[src/rtl/maze_pkg.sv]
// maze_pkg: constants and enums shared by the maze generator and solver.
// Direction encoding is common to both blocks.
package maze_pkg;

  localparam int SIZE  = 9;
  localparam int CELLS = (SIZE - 1) / 2;
  localparam int CW    = 3;
  localparam int DEPTH = CELLS * CELLS;
  localparam int LEN_W = $clog2(DEPTH + 1);

  typedef enum logic [1:0] {
    DIR_DOWN,
    DIR_RIGHT,
    DIR_UP,
    DIR_LEFT
  } dir_e;

  typedef enum logic [3:0] {
    S_IDLE,
    S_FIND_ENTRY,
    S_FIND_EXIT,
    S_PUSH_START,
    S_VISIT,
    S_CHECK,
    S_ADVANCE,
    S_BACKTRACK,
    S_FOUND,
    S_FAIL,
    S_DONE
  } state_e;

endpackage

[src/rtl/maze_stack.sv]
// maze_stack: LIFO of packed {y,x} cell coordinates.
// Exposes top and the entry below it (the parent cell).
module maze_stack #(
  parameter int W     = 6,
  parameter int DEPTH = 16
) (
  input  logic         clk,
  input  logic         rst,
  input  logic         clr,
  input  logic         push,
  input  logic         pop,
  input  logic [W-1:0] din,
  output logic [W-1:0] top,
  output logic [W-1:0] below,
  output logic         empty,
  output logic         one
);

  localparam int AW = $clog2(DEPTH);
  localparam int PW = $clog2(DEPTH + 1);

  logic [W-1:0]  mem [DEPTH];
  logic [PW-1:0] sp;
  logic [PW-1:0] sp1;
  logic [PW-1:0] sp2;

  assign sp1   = sp - PW'(1);
  assign sp2   = sp - PW'(2);
  assign top   = mem[sp1[AW-1:0]];
  assign below = mem[sp2[AW-1:0]];
  assign empty = (sp == '0);
  assign one   = (sp == PW'(1));

  // Stack pointer and storage; clear empties the stack.
  always_ff @(posedge clk) begin
    if (rst || clr) begin
      sp <= '0;
    end else if (push) begin
      mem[sp[AW-1:0]] <= din;
      sp <= sp + PW'(1);
    end else if (pop) begin
      sp <= sp - PW'(1);
    end
  end

endmodule

[src/rtl/maze_solver.sv]
// maze_solver: depth-first search from the top opening to the bottom
// opening of a wall bitmap, producing the solution path bitmap.
module maze_solver
  import maze_pkg::*;
#(
  parameter int size = SIZE,
  parameter int N    = CW
) (
  input  logic                        clk,
  input  logic                        rst,
  input  logic                        start,
  input  logic [size-1:0][size-1:0]   maze,
  output logic                        busy,
  output logic                        done,
  output logic                        found,
  output logic [size-1:0][size-1:0]   path,
  output logic [$clog2(((size-1)/2)*((size-1)/2)+1)-1:0] path_len
);

  localparam int NC = (size - 1) / 2;
  localparam int ND = NC * NC;
  localparam int SW = $clog2(size);
  localparam int VW = $clog2(ND);
  localparam int LW = $clog2(ND + 1);
  localparam logic [N-1:0] CMAX  = N'(NC);
  localparam logic [N-1:0] CLAST = N'(NC - 1);

  state_e state;
  state_e state_nx;
  dir_e   dir;

  logic [size-1:0][size-1:0] snap;
  logic [ND-1:0]  visited;
  logic [N-1:0]   idx;
  logic [N-1:0]   entry_x;
  logic [N-1:0]   exit_x;
  logic [2*N-1:0] top;
  logic [2*N-1:0] below;
  logic [2*N-1:0] din;
  logic           push;
  logic           pop;
  logic           empty;
  logic           one;
  logic           accept;
  logic [N-1:0]   cur_y;
  logic [N-1:0]   cur_x;
  logic [N-1:0]   par_y;
  logic [N-1:0]   par_x;
  logic [N-1:0]   nb_y;
  logic [N-1:0]   nb_x;
  logic [SW-1:0]  cor_r;
  logic [SW-1:0]  cor_c;
  logic [SW-1:0]  par_r;
  logic [SW-1:0]  par_c;
  logic           nb_ok;
  logic           can_go;
  logic           at_exit;

  function automatic logic [SW-1:0] sq(input logic [N-1:0] c);
    return SW'({c, 1'b1});
  endfunction

  function automatic logic [VW-1:0] vidx(input logic [N-1:0] y,
                                         input logic [N-1:0] x);
    return VW'(int'(y) * NC + int'(x));
  endfunction

  assign accept = start && (state == S_IDLE || state == S_DONE);
  assign cur_y  = top[2*N-1:N];
  assign cur_x  = top[N-1:0];
  assign par_y  = below[2*N-1:N];
  assign par_x  = below[N-1:0];
  assign cor_r  = SW'(cur_y) + SW'(nb_y) + SW'(1);
  assign cor_c  = SW'(cur_x) + SW'(nb_x) + SW'(1);
  assign par_r  = SW'(cur_y) + SW'(par_y) + SW'(1);
  assign par_c  = SW'(cur_x) + SW'(par_x) + SW'(1);
  assign nb_ok  = (nb_y < CMAX) && (nb_x < CMAX);
  assign can_go = nb_ok && !snap[cor_r][cor_c]
                  && !visited[vidx(nb_y, nb_x)];
  assign at_exit = (cur_y == CLAST) && (cur_x == exit_x);
  assign din = (state == S_PUSH_START) ? {N'(0), entry_x}
                                       : {nb_y, nb_x};

  maze_stack #(
    .W     (2 * N),
    .DEPTH (ND)
  ) u_stack (
    .clk   (clk),
    .rst   (rst),
    .clr   (accept),
    .push  (push),
    .pop   (pop),
    .din   (din),
    .top   (top),
    .below (below),
    .empty (empty),
    .one   (one)
  );

  // Neighbour of the top-of-stack cell in the current direction.
  always_comb begin
    nb_y = cur_y;
    nb_x = cur_x;
    unique case (dir)
      DIR_DOWN:  nb_y = cur_y + N'(1);
      DIR_RIGHT: nb_x = cur_x + N'(1);
      DIR_UP:    nb_y = cur_y - N'(1);
      default:   nb_x = cur_x - N'(1);
    endcase
  end

  // State register.
  always_ff @(posedge clk) begin
    if (rst) state <= S_IDLE;
    else     state <= state_nx;
  end

  // Next-state and stack control.
  always_comb begin
    state_nx = state;
    push     = 1'b0;
    pop      = 1'b0;
    unique case (state)
      S_IDLE, S_DONE:
        if (start) state_nx = S_FIND_ENTRY;
      S_FIND_ENTRY:
        if (!snap[0][sq(idx)])  state_nx = S_FIND_EXIT;
        else if (idx == CLAST)  state_nx = S_FAIL;
      S_FIND_EXIT:
        if (!snap[size-1][sq(idx)]) state_nx = S_PUSH_START;
        else if (idx == CLAST)      state_nx = S_FAIL;
      S_PUSH_START: begin
        push     = 1'b1;
        state_nx = S_VISIT;
      end
      S_VISIT:
        if (empty)        state_nx = S_FAIL;
        else if (at_exit) state_nx = S_FOUND;
        else              state_nx = S_CHECK;
      S_CHECK:
        if (can_go)               state_nx = S_ADVANCE;
        else if (dir == DIR_LEFT) state_nx = S_BACKTRACK;
      S_ADVANCE: begin
        push     = 1'b1;
        state_nx = S_VISIT;
      end
      S_BACKTRACK: begin
        pop      = 1'b1;
        state_nx = one ? S_FAIL : S_VISIT;
      end
      S_FOUND, S_FAIL:
        state_nx = S_DONE;
      default:
        state_nx = S_IDLE;
    endcase
  end

  // Datapath: snapshot, scan index, visited map and result outputs.
  always_ff @(posedge clk) begin
    if (rst) begin
      busy     <= 1'b0;
      done     <= 1'b0;
      found    <= 1'b0;
      path     <= '0;
      path_len <= '0;
      visited  <= '0;
      snap     <= '0;
      idx      <= '0;
      entry_x  <= '0;
      exit_x   <= '0;
      dir      <= DIR_DOWN;
    end else if (accept) begin
      snap     <= maze;
      busy     <= 1'b1;
      done     <= 1'b0;
      found    <= 1'b0;
      path     <= '0;
      path_len <= '0;
      visited  <= '0;
      idx      <= '0;
    end else begin
      unique case (state)
        S_FIND_ENTRY:
          if (!snap[0][sq(idx)]) begin
            entry_x <= idx;
            idx     <= '0;
          end else begin
            idx <= idx + N'(1);
          end
        S_FIND_EXIT:
          if (!snap[size-1][sq(idx)]) exit_x <= idx;
          else                        idx    <= idx + N'(1);
        S_PUSH_START: begin
          visited[vidx(N'(0), entry_x)] <= 1'b1;
          path[0][sq(entry_x)] <= 1'b1;
          path[1][sq(entry_x)] <= 1'b1;
          path_len <= LW'(1);
        end
        S_VISIT:
          dir <= DIR_DOWN;
        S_CHECK:
          if (!can_go && dir != DIR_LEFT) dir <= dir_e'(dir + 2'd1);
        S_ADVANCE: begin
          visited[vidx(nb_y, nb_x)] <= 1'b1;
          path[cor_r][cor_c]        <= 1'b1;
          path[sq(nb_y)][sq(nb_x)]  <= 1'b1;
          path_len <= path_len + LW'(1);
        end
        S_BACKTRACK: begin
          path[sq(cur_y)][sq(cur_x)] <= 1'b0;
          if (!one) path[par_r][par_c] <= 1'b0;
          path_len <= path_len - LW'(1);
        end
        S_FOUND: begin
          path[size-1][sq(exit_x)] <= 1'b1;
          done  <= 1'b1;
          found <= 1'b1;
          busy  <= 1'b0;
        end
        S_FAIL: begin
          path     <= '0;
          path_len <= '0;
          done     <= 1'b1;
          found    <= 1'b0;
          busy     <= 1'b0;
        end
        default: ;
      endcase
    end
  end

endmodule

[config.mk]
export PLATFORM = sky130hd
export DESIGN_NAME = maze_solver
export DESIGN_NICKNAME = d
export VERILOG_FILES = /design/src/rtl/maze_pkg.sv /design/src/rtl/maze_stack.sv /design/src/rtl/maze_solver.sv
export SDC_FILE = /design/constraint.sdc
export NUM_CORES = 1
export LEC_CHECK = 0
export ABC_AREA = 1
export BUFFER_PORTS_ARGS = -buffer_cell sky130_fd_sc_hd__buf_2
export CAP_MARGIN = 20
export CORE_UTILIZATION = 60
export DETAILED_ROUTE_END_ITERATION = 16
export PLACE_DENSITY_LB_ADDON = 0.2
export SLEW_MARGIN = 20
export SYNTH_ARGS = -nofsm -noshare
export SYNTH_HDL_FRONTEND = slang
export SYNTH_HIERARCHICAL = 1
export SYNTH_SLANG_ARGS = --single-unit
export TNS_END_PERCENT = 100
[constraint.sdc]
create_clock -name clk -period 6 [get_ports clk]
set_clock_uncertainty 0.1 [all_clocks]
set_input_delay 0.9 -clock clk [delete_from_list [all_inputs] [get_ports clk]]
set_output_delay 0.9 -clock clk [all_outputs]
set_load 0.05 [all_outputs]
==> results of run 1 <==
[state kept, by name, indices dropped and copies added, names as in the netlist, 4 cells and up]
register and flops:
snap 81, path_len 5, u_stack/mem 96, visited 16
path 81, state 4, u_stack/sp 5
[final cells by class]
type	count	area [um2]	share of cell area, %
sequential	302	7010	37.9
multi-input combinational	1580	7820	42.3
inverter	281	1060	5.71
clock inverter	16	106	0.575
tap	341	427	2.31
timing repair buffer	201	1110	5.99
clock buffer	46	977	5.28
[power groups by stage]
stage | Clock (mW) | Combinational (mW) | Sequential (mW)
5_1_grt | 2.09 | 3.10 | 2.55
6_report | 2.01 | 2.86 | 2.53
3_5_place_dp | 0 | 2.76 | 2.57
2_1_floorplan | 0 | 1.90 | 2.55
3_3_place_gp | 0 | 2.72 | 2.56
4_1_cts | 2.03 | 2.78 | 2.52
[critical path, cell delays in order (launching register included)]
cell	delay [ns]
dfxtp_2	0.33
inv_2	0.06
ha_1	0.29
xor2_2	0.41
buf_4	0.23
nand3_1	0.14
nand3_1	0.11
nand2_1	0.26
fa_1	0.55
inv_1	0.08
o21ai_2	0.11
fa_1	0.52
buf_4	0.28
clkinv_1	0.38
buf_4	0.32
nand3_1	0.11
nand2_1	0.11
nand2_1	0.08
nand3_1	0.08
nand2_1	0.07
nand2_1	0.11
o21ai_1	0.18
nand3_1	0.17
nand3_2	0.16
nand2_2	0.09
nand2_1	0.06
nand2_1	0.04
nor2_1	0.11
[cells in the final DEF, fill, tap and decap left out, types with 3 or more instances in the layout]
cell       instances
a211oi_1          55
a21oi_1          185
a221oi_1           4
a31oi_1           14
buf_2            172
buf_4             26
clkbuf_1           5
clkbuf_16         35
clkbuf_8           6
clkinv_1           4
clkinv_2           7
dfxtp_1          205
edfxtp_1          96
fa_1               7
ha_1              31
inv_1            267
inv_2             12
inv_6              3
nand2_1          476
nand2_2           10
nand3_1          254
nand4_1            4
nor2_1           219
nor2_2            11
nor2_4             3
nor3_1            41
nor3_2             6
o211ai_1           5
o21ai_0          202
o22ai_1           11
or2_2              4
xnor2_1            9
[layer usage]
metal	part of all wire [%]	global-route usage (%)	up-vias
met4	3.8	14.9	0
met1	43	50.1	7559
met3	9.0	5.53	135
met2	44	57.2	927
met5	0	0	-
li1	-	-	7812
[worst min-delay path by stage]
stage / start / end / slack [ns] / cells past startpoint
6_report: snap[21]$_SDFFE_PP0P_ / snap[21]$_SDFFE_PP0P_ / 0.36 / 2
5_1_grt: snap[12]$_SDFFE_PP0P_ / snap[12]$_SDFFE_PP0P_ / 0.38 / 2
4_1_cts: visited[2]$_SDFFE_PP0N_ / visited[2]$_SDFFE_PP0N_ / 0.35 / 2
3_5_place_dp: visited[2]$_SDFFE_PP0N_ / visited[2]$_SDFFE_PP0N_ / 0.34 / 2
3_3_place_gp: visited[2]$_SDFFE_PP0N_ / visited[2]$_SDFFE_PP0N_ / 0.34 / 2
2_1_floorplan: snap[10]$_SDFFE_PP0P_ / snap[10]$_SDFFE_PP0P_ / 0.33 / 2
[cells by family (layout without fill, tap and decap cells)]
family                     count (synthesis)  after routing  share of synthesized area (%)
DFF                                      302            302                           42.6
adders and majority gates                 38             38                           3.21
buffers and inverters                    393            544                           9.99
AOI/OAI and AO/OA                        492            492                           16.5
xor gates and xnor gates                  14             14                          0.882
and+or+nand+nor                         1036           1036                           26.8
[repair_timing]
item                                   CTS  global route
resized for setup                        0             1
endpoints found under the hold margin    0             0
setup endpoints to repair                0             1
[cells in the mapped netlist, types with 3 or more instances]
cell type and n:
a31oi_1 14, inv_2 11, buf_6 10, nand4_1 4
nor3_2 6, nor2_2 8, ha_1 31, nand2_1 476
nand2_2 10, buf_2 43, buf_4 7, nor2_1 223
or2_2 4, inv_1 268, buf_1 3, o22ai_1 11
a21oi_1 185, clkbuf_1 48, edfxtp_1 96, nor3_1 41
o21ai_0 202, nand3_1 254, fa_1 7, o211ai_1 5
a221oi_1 4, xnor2_1 9, a211oi_1 55, dfxtp_1 206
==> out/metrics.cfg, run 1 <==
[cells_and_area]
layoutNonFillerInstCount = 2767
final_cell_area_um2 = 18500
nets = 2522
fillers = 2364
drive_gt1_share_pct = 12.9
n_antenna_cell = 0
finish.utilization_pct = 68.6
areaGrowthSynthToFinish_pct = 12.4

[routing]
wl_per_cell_um = 18.8
vias = 16400
vias_per_cell = 5.94
ant_nets = 0
drt-initial-drc-count = 2076
wl_um = 51900
drc = 0
drtPass1Iterations = 6

[placement]
dp.cells = 2705
hpwl_um = 36800
port-buffer-count = 172
dpl_worst_slack_ns = 0.467
gp_congestion = 0.970
dpl_cell_area_um2 = 17400

[die]
num_rows = 60
ios = 173
dieArea_um2 = 28100
initial_utilization_pct = 61.0
die_y_um = 168
coreArea_um2 = 27000
die_w_um = 168

[clock_tree]
clock_latency_ns = 0.52
cts_buffer_depth = 3
cts_max_level = 2
cts_sinks = 302
cts_tree = yes
post_cts_buffers = 0
cts.hold.buffers_added = 0
numCtsBuffers = 34
cts_root_buffer = clkbuf_16
path_clk_slew_ns = 0.06

[setup_path]
end_kind = register
critPathMaxFanout = 20
critPathLaunch = u_stack/sp[0]$_SDFFE_PP0P_
crit_path_end = dir[0]$_SDFFE_PP0P_
regToRegStartpoint = u_stack/sp[0]$_SDFFE_PP0P_
r2r_slack_ns = 0.36
r2r_end = dir[0]$_SDFFE_PP0P_
required_ns = 6.36
worstSetupPathType = register to register
worstPathArrival_ns = 6.00
start_kind = register
r2r_cells = 27

[logic_synthesis]
yosysUniqueCellTypes = 51
syn-num-nets = 2397
synth_top_cell_area_share_pct = 25.1
yosys.area.top_type = dfxtp_1
postSynthAreaPerCell_um2 = 7.23
async_flop_share_pct = 0
ys.flop_type = dfxtp_1
yosys_warnings = 6
ys_ff_latch = 302
netlist_top_cells_area = dfxtp_1 25%, edfxtp_1 18%, nand2_1 11%
synthesis.area_um2 = 16500
synthCells = 2275
synth_edf_count = 96
seq_area_frac_synth_pct = 42.6

[global_route]
antenna_found_initial = 0
grt_max_degree = 99
grt_overflow = 0
grt_pass1_vias = 14900
grt_pass1_wl_um = 80500
grt_use_total_pct = 36.4

[sta]
fin_tns_setup_ns = 0
layout_min_cycle_time_ns = 5.64
drv_slew = 0
grt_setup_unrepaired = no
hold_violations = 0
holdWs_ns = 0.357
final-setup-viol-count = 0
fmax_ghz = 0.177
slew_headroom_pct = 24.5
setup_slack_ns = 0.356
fin_crit_sh_pct = 94.1
worst_pin_slew_ns = 1.12

[power]
swShare_pct = 41.9
sequentialPowerShare_pct = 34.2
p_per_area_nw_per_um2 = 400
clock_power_share_pct = 27.2
p_sw_mw = 3.10
power_mw = 7.40
combPwrFrac_pct = 38.6
p_int_mw = 4.30
ir_drop_uv = 380
power.leakage_nw = 8.04

[hold_path]
hold_path.class = register to register

[status]
status = complete, no violations

[run]
cap_violations = 0

No activity file was read; power rests on OpenSTA's default activity.
==> run 2, diff against run 1 <==
--- a/config.mk
+++ b/config.mk
@@ -8,7 +8,7 @@
 export ABC_AREA = 1
 export BUFFER_PORTS_ARGS = -buffer_cell sky130_fd_sc_hd__buf_2
 export CAP_MARGIN = 20
-export CORE_UTILIZATION = 60
+export CORE_UTILIZATION = 54
 export DETAILED_ROUTE_END_ITERATION = 16
 export PLACE_DENSITY_LB_ADDON = 0.2
 export SLEW_MARGIN = 20
==> constraint.sdc (replaced) <==
create_clock -name clk -period 4.67 [get_ports clk]
set_clock_uncertainty 0.1 [all_clocks]
set_input_delay 0.7005 -clock clk [delete_from_list [all_inputs] [get_ports clk]]
set_output_delay 0.7005 -clock clk [all_outputs]
set_load 0.05 [all_outputs]
==> out/metrics.cfg, run 2 (synthesized netlist as in run 1, its figures left out) <==
[global_route]
antenna_found_initial = 0  ; unchanged
grt_overflow = 0  ; unchanged
grt_pass1_vias = 15300  ; was 14900
grt_max_degree = 105  ; was 99
grt_pass1_wl_um = 82600  ; was 80500 um
grt_use_total_pct = 33.6  ; was 36.4%

[die]
die_w_um = 177  ; was 168 um
coreArea_um2 = 29800  ; was 27000 um2
dieArea_um2 = 31200  ; was 28100 um2
die_y_um = 177  ; was 168 um
initial_utilization_pct = 55.2  ; was 61.0%
ios = 173  ; unchanged
num_rows = 63  ; was 60

[routing]
drt-initial-drc-count = 1798  ; was 2076
vias_per_cell = 5.79  ; was 5.94
met1_length_um = 23000  ; was 22300 um
dr_wl_met2_um = 24100  ; was 23000 um
vias = 16700  ; was 16400
wl_met3_um = 5040  ; was 4670 um
highest_layer = met4  ; unchanged
wl_per_cell_um = 18.6  ; was 18.8 um
ant_nets = 0  ; unchanged
drtPass1Iterations = 6  ; unchanged
wl_um = 53600  ; was 51900 um
drc = 0  ; unchanged

[setup_path]
r2r_slack_ns = 0.24  ; was 0.36 ns
r2r_cells = 24  ; was 27
crit_path_end = path[47]$_SDFFE_PP0P_  ; was dir[0]$_SDFFE_PP0P_
critPathMaxFanout = 10  ; was 20
regToRegStartpoint = u_stack/sp[2]$_SDFFE_PP0P_  ; was u_stack/sp[0]$_SDFFE_PP0P_
critPathLaunch = u_stack/sp[2]$_SDFFE_PP0P_  ; was u_stack/sp[0]$_SDFFE_PP0P_
r2r_end = path[47]$_SDFFE_PP0P_  ; was dir[0]$_SDFFE_PP0P_
worstPathArrival_ns = 4.75  ; was 6.00 ns
start_kind = register  ; unchanged
required_ns = 4.99  ; was 6.36 ns
end_kind = register  ; unchanged
worstSetupPathType = register to register  ; unchanged

[status]
status = complete, no violations  ; unchanged

[power]
p_int_mw = 5.94  ; was 4.30 mW
p_per_area_nw_per_um2 = 521  ; was 400 nW/um2
clock_power_share_pct = 26.8  ; was 27.2%
sequentialPowerShare_pct = 32.4  ; was 34.2%
combPwrFrac_pct = 40.8  ; was 38.6%
power_mw = 10.0  ; was 7.40 mW
ir_drop_uv = 396  ; was 380 uV
power.leakage_nw = 8.40  ; was 8.04 nW
swShare_pct = 40.8  ; was 41.9%
p_sw_mw = 4.09  ; was 3.10 mW

[sta]
hold_violations = 0  ; unchanged
slew_headroom_pct = 34.1  ; was 24.5%
grt_setup_unrepaired = yes  ; was no
fmax_ghz = 0.226  ; was 0.177 GHz
fin_crit_sh_pct = 94.9  ; was 94.1%
layout_min_cycle_time_ns = 4.43  ; was 5.64 ns
worst_pin_slew_ns = 0.981  ; was 1.12 ns
final-setup-viol-count = 0  ; unchanged
drv_slew = 0  ; unchanged
fin_tns_setup_ns = 0  ; unchanged

[clock_tree]
cts_root_buffer = clkbuf_16  ; unchanged
cts_tree = yes  ; unchanged
cts_sinks = 302  ; unchanged
cts_max_level = 2  ; unchanged
numCtsBuffers = 34  ; unchanged
cts_buffer_depth = 3  ; unchanged
clock_latency_ns = 0.52  ; about the same
path_clk_slew_ns = 0.06  ; about the same

[cells_and_area]
final_common_cell = nand2_1  ; unchanged
areaGrowthSynthToFinish_pct = 16.9  ; was 12.4%
final_cell_mix = 469 x nand2_1, 266 x inv_1, 254 x nand3_1  ; was 476 x nand2_1, 267 x inv_1, 254 x nand3_1
layoutNonFillerInstCount = 2875  ; was 2767
nets = 2583  ; was 2522
n_antenna_cell = 0  ; unchanged
largest_reg_flops = 96  ; unchanged
drive_gt1_share_pct = 15.7  ; was 12.9%

[placement]
dp.cells = 2812  ; was 2705
hpwl_um = 38000  ; was 36800 um
gp_congestion = 1.00  ; was 0.970
port-buffer-count = 172  ; unchanged

[run]
cap_violations = 0  ; unchanged

[hold_path]
hold_path.class = input port to register  ; was register to register

run 2: cell types whose count changed in the layout (fill, tap and decap cells not counted), moves of 3 or more:
cell     change
buf_4       +53
nand2_1      -7
nand2_2      +7
nor2_1       -5
buf_6        +4
nor2_2       +4
buf_16       +3
run 2: cell type report:
class | count | area [um2]
Tap cell | 390 | 488
Fill cell | 2688 | 10600
Clock buffer | 48 | 996
Timing Repair Buffer | 261 | 1640
Sequential cell | 302 | 7010
Inverter | 281 | 1060
Multi-Input combinational cell | 1581 | 7920
Clock inverter | 12 | 114
run 2: through the flow:
stage          util, %  hold WS, ns  area (um2)  worst slack (ns)
6_report          64.5        0.308       19200             0.238
4_1_cts           64.0        0.297       19100             0.114
3_3_place_gp      60.2        0.339       17900             0.265
2_1_floorplan        -        0.330       16500          -0.00647
3_5_place_dp      60.3        0.345       18000             0.136
5_1_grt           64.5        0.306       19200           -0.0823
run 2: worst min-delay path by stage:
stage,cells after the start,from,endpoint
2_1_floorplan,2,snap[10]$_SDFFE_PP0P_,snap[10]$_SDFFE_PP0P_
3_3_place_gp,2,visited[4]$_SDFFE_PP0N_,visited[4]$_SDFFE_PP0N_
3_5_place_dp,2,snap[28]$_SDFFE_PP0P_,snap[28]$_SDFFE_PP0P_
4_1_cts,3,maze[17],snap[17]$_SDFFE_PP0P_
5_1_grt,3,maze[0],snap[0]$_SDFFE_PP0P_
6_report,3,maze[17],snap[17]$_SDFFE_PP0P_
run 2: per-layer routing:
metal  track usage [%]  vias to the layer above
li1                  -                     7896
met2              52.7                      868
met1              47.8                     7761
met5                 0                        -
met4              9.59                        0
met3              5.32                      125
run 2: critical path, stage by stage (launching register included):
cell,delay [ns]
dfxtp_1,0.45
inv_1,0.15
ha_1,0.20
nand2_1,0.08
nand2_1,0.05
nand2_1,0.07
nand2_2,0.10
buf_4,0.17
nand3_1,0.11
nand2_2,0.10
fa_2,0.37
nand2_1,0.07
o21ai_1,0.07
or2_2,0.29
nand2_2,0.10
ha_4,0.22
a21oi_1,0.17
nand2_2,0.12
nor2_1,0.18
buf_6,0.19
buf_4,0.15
nand2_1,0.11
nor2_1,0.36
a21oi_1,0.13
a211oi_1,0.22
run 2: power by group through the flow:
stage	Sequential (mW)	Clock (mW)	Combinational [mW]
2_1_floorplan	3.28	0	2.45
3_3_place_gp	3.30	0	3.77
3_5_place_dp	3.30	0	3.81
4_1_cts	3.25	2.71	3.83
5_1_grt	3.28	2.81	4.46
6_report	3.25	2.68	4.09
run 2: what timing repair did:
action / in CTS / in global routing
setup buffers: 0 / 0
hold buffers: 0 / 0
setup endpoints to repair: 0 / 81
resized for setup: 0 / 33
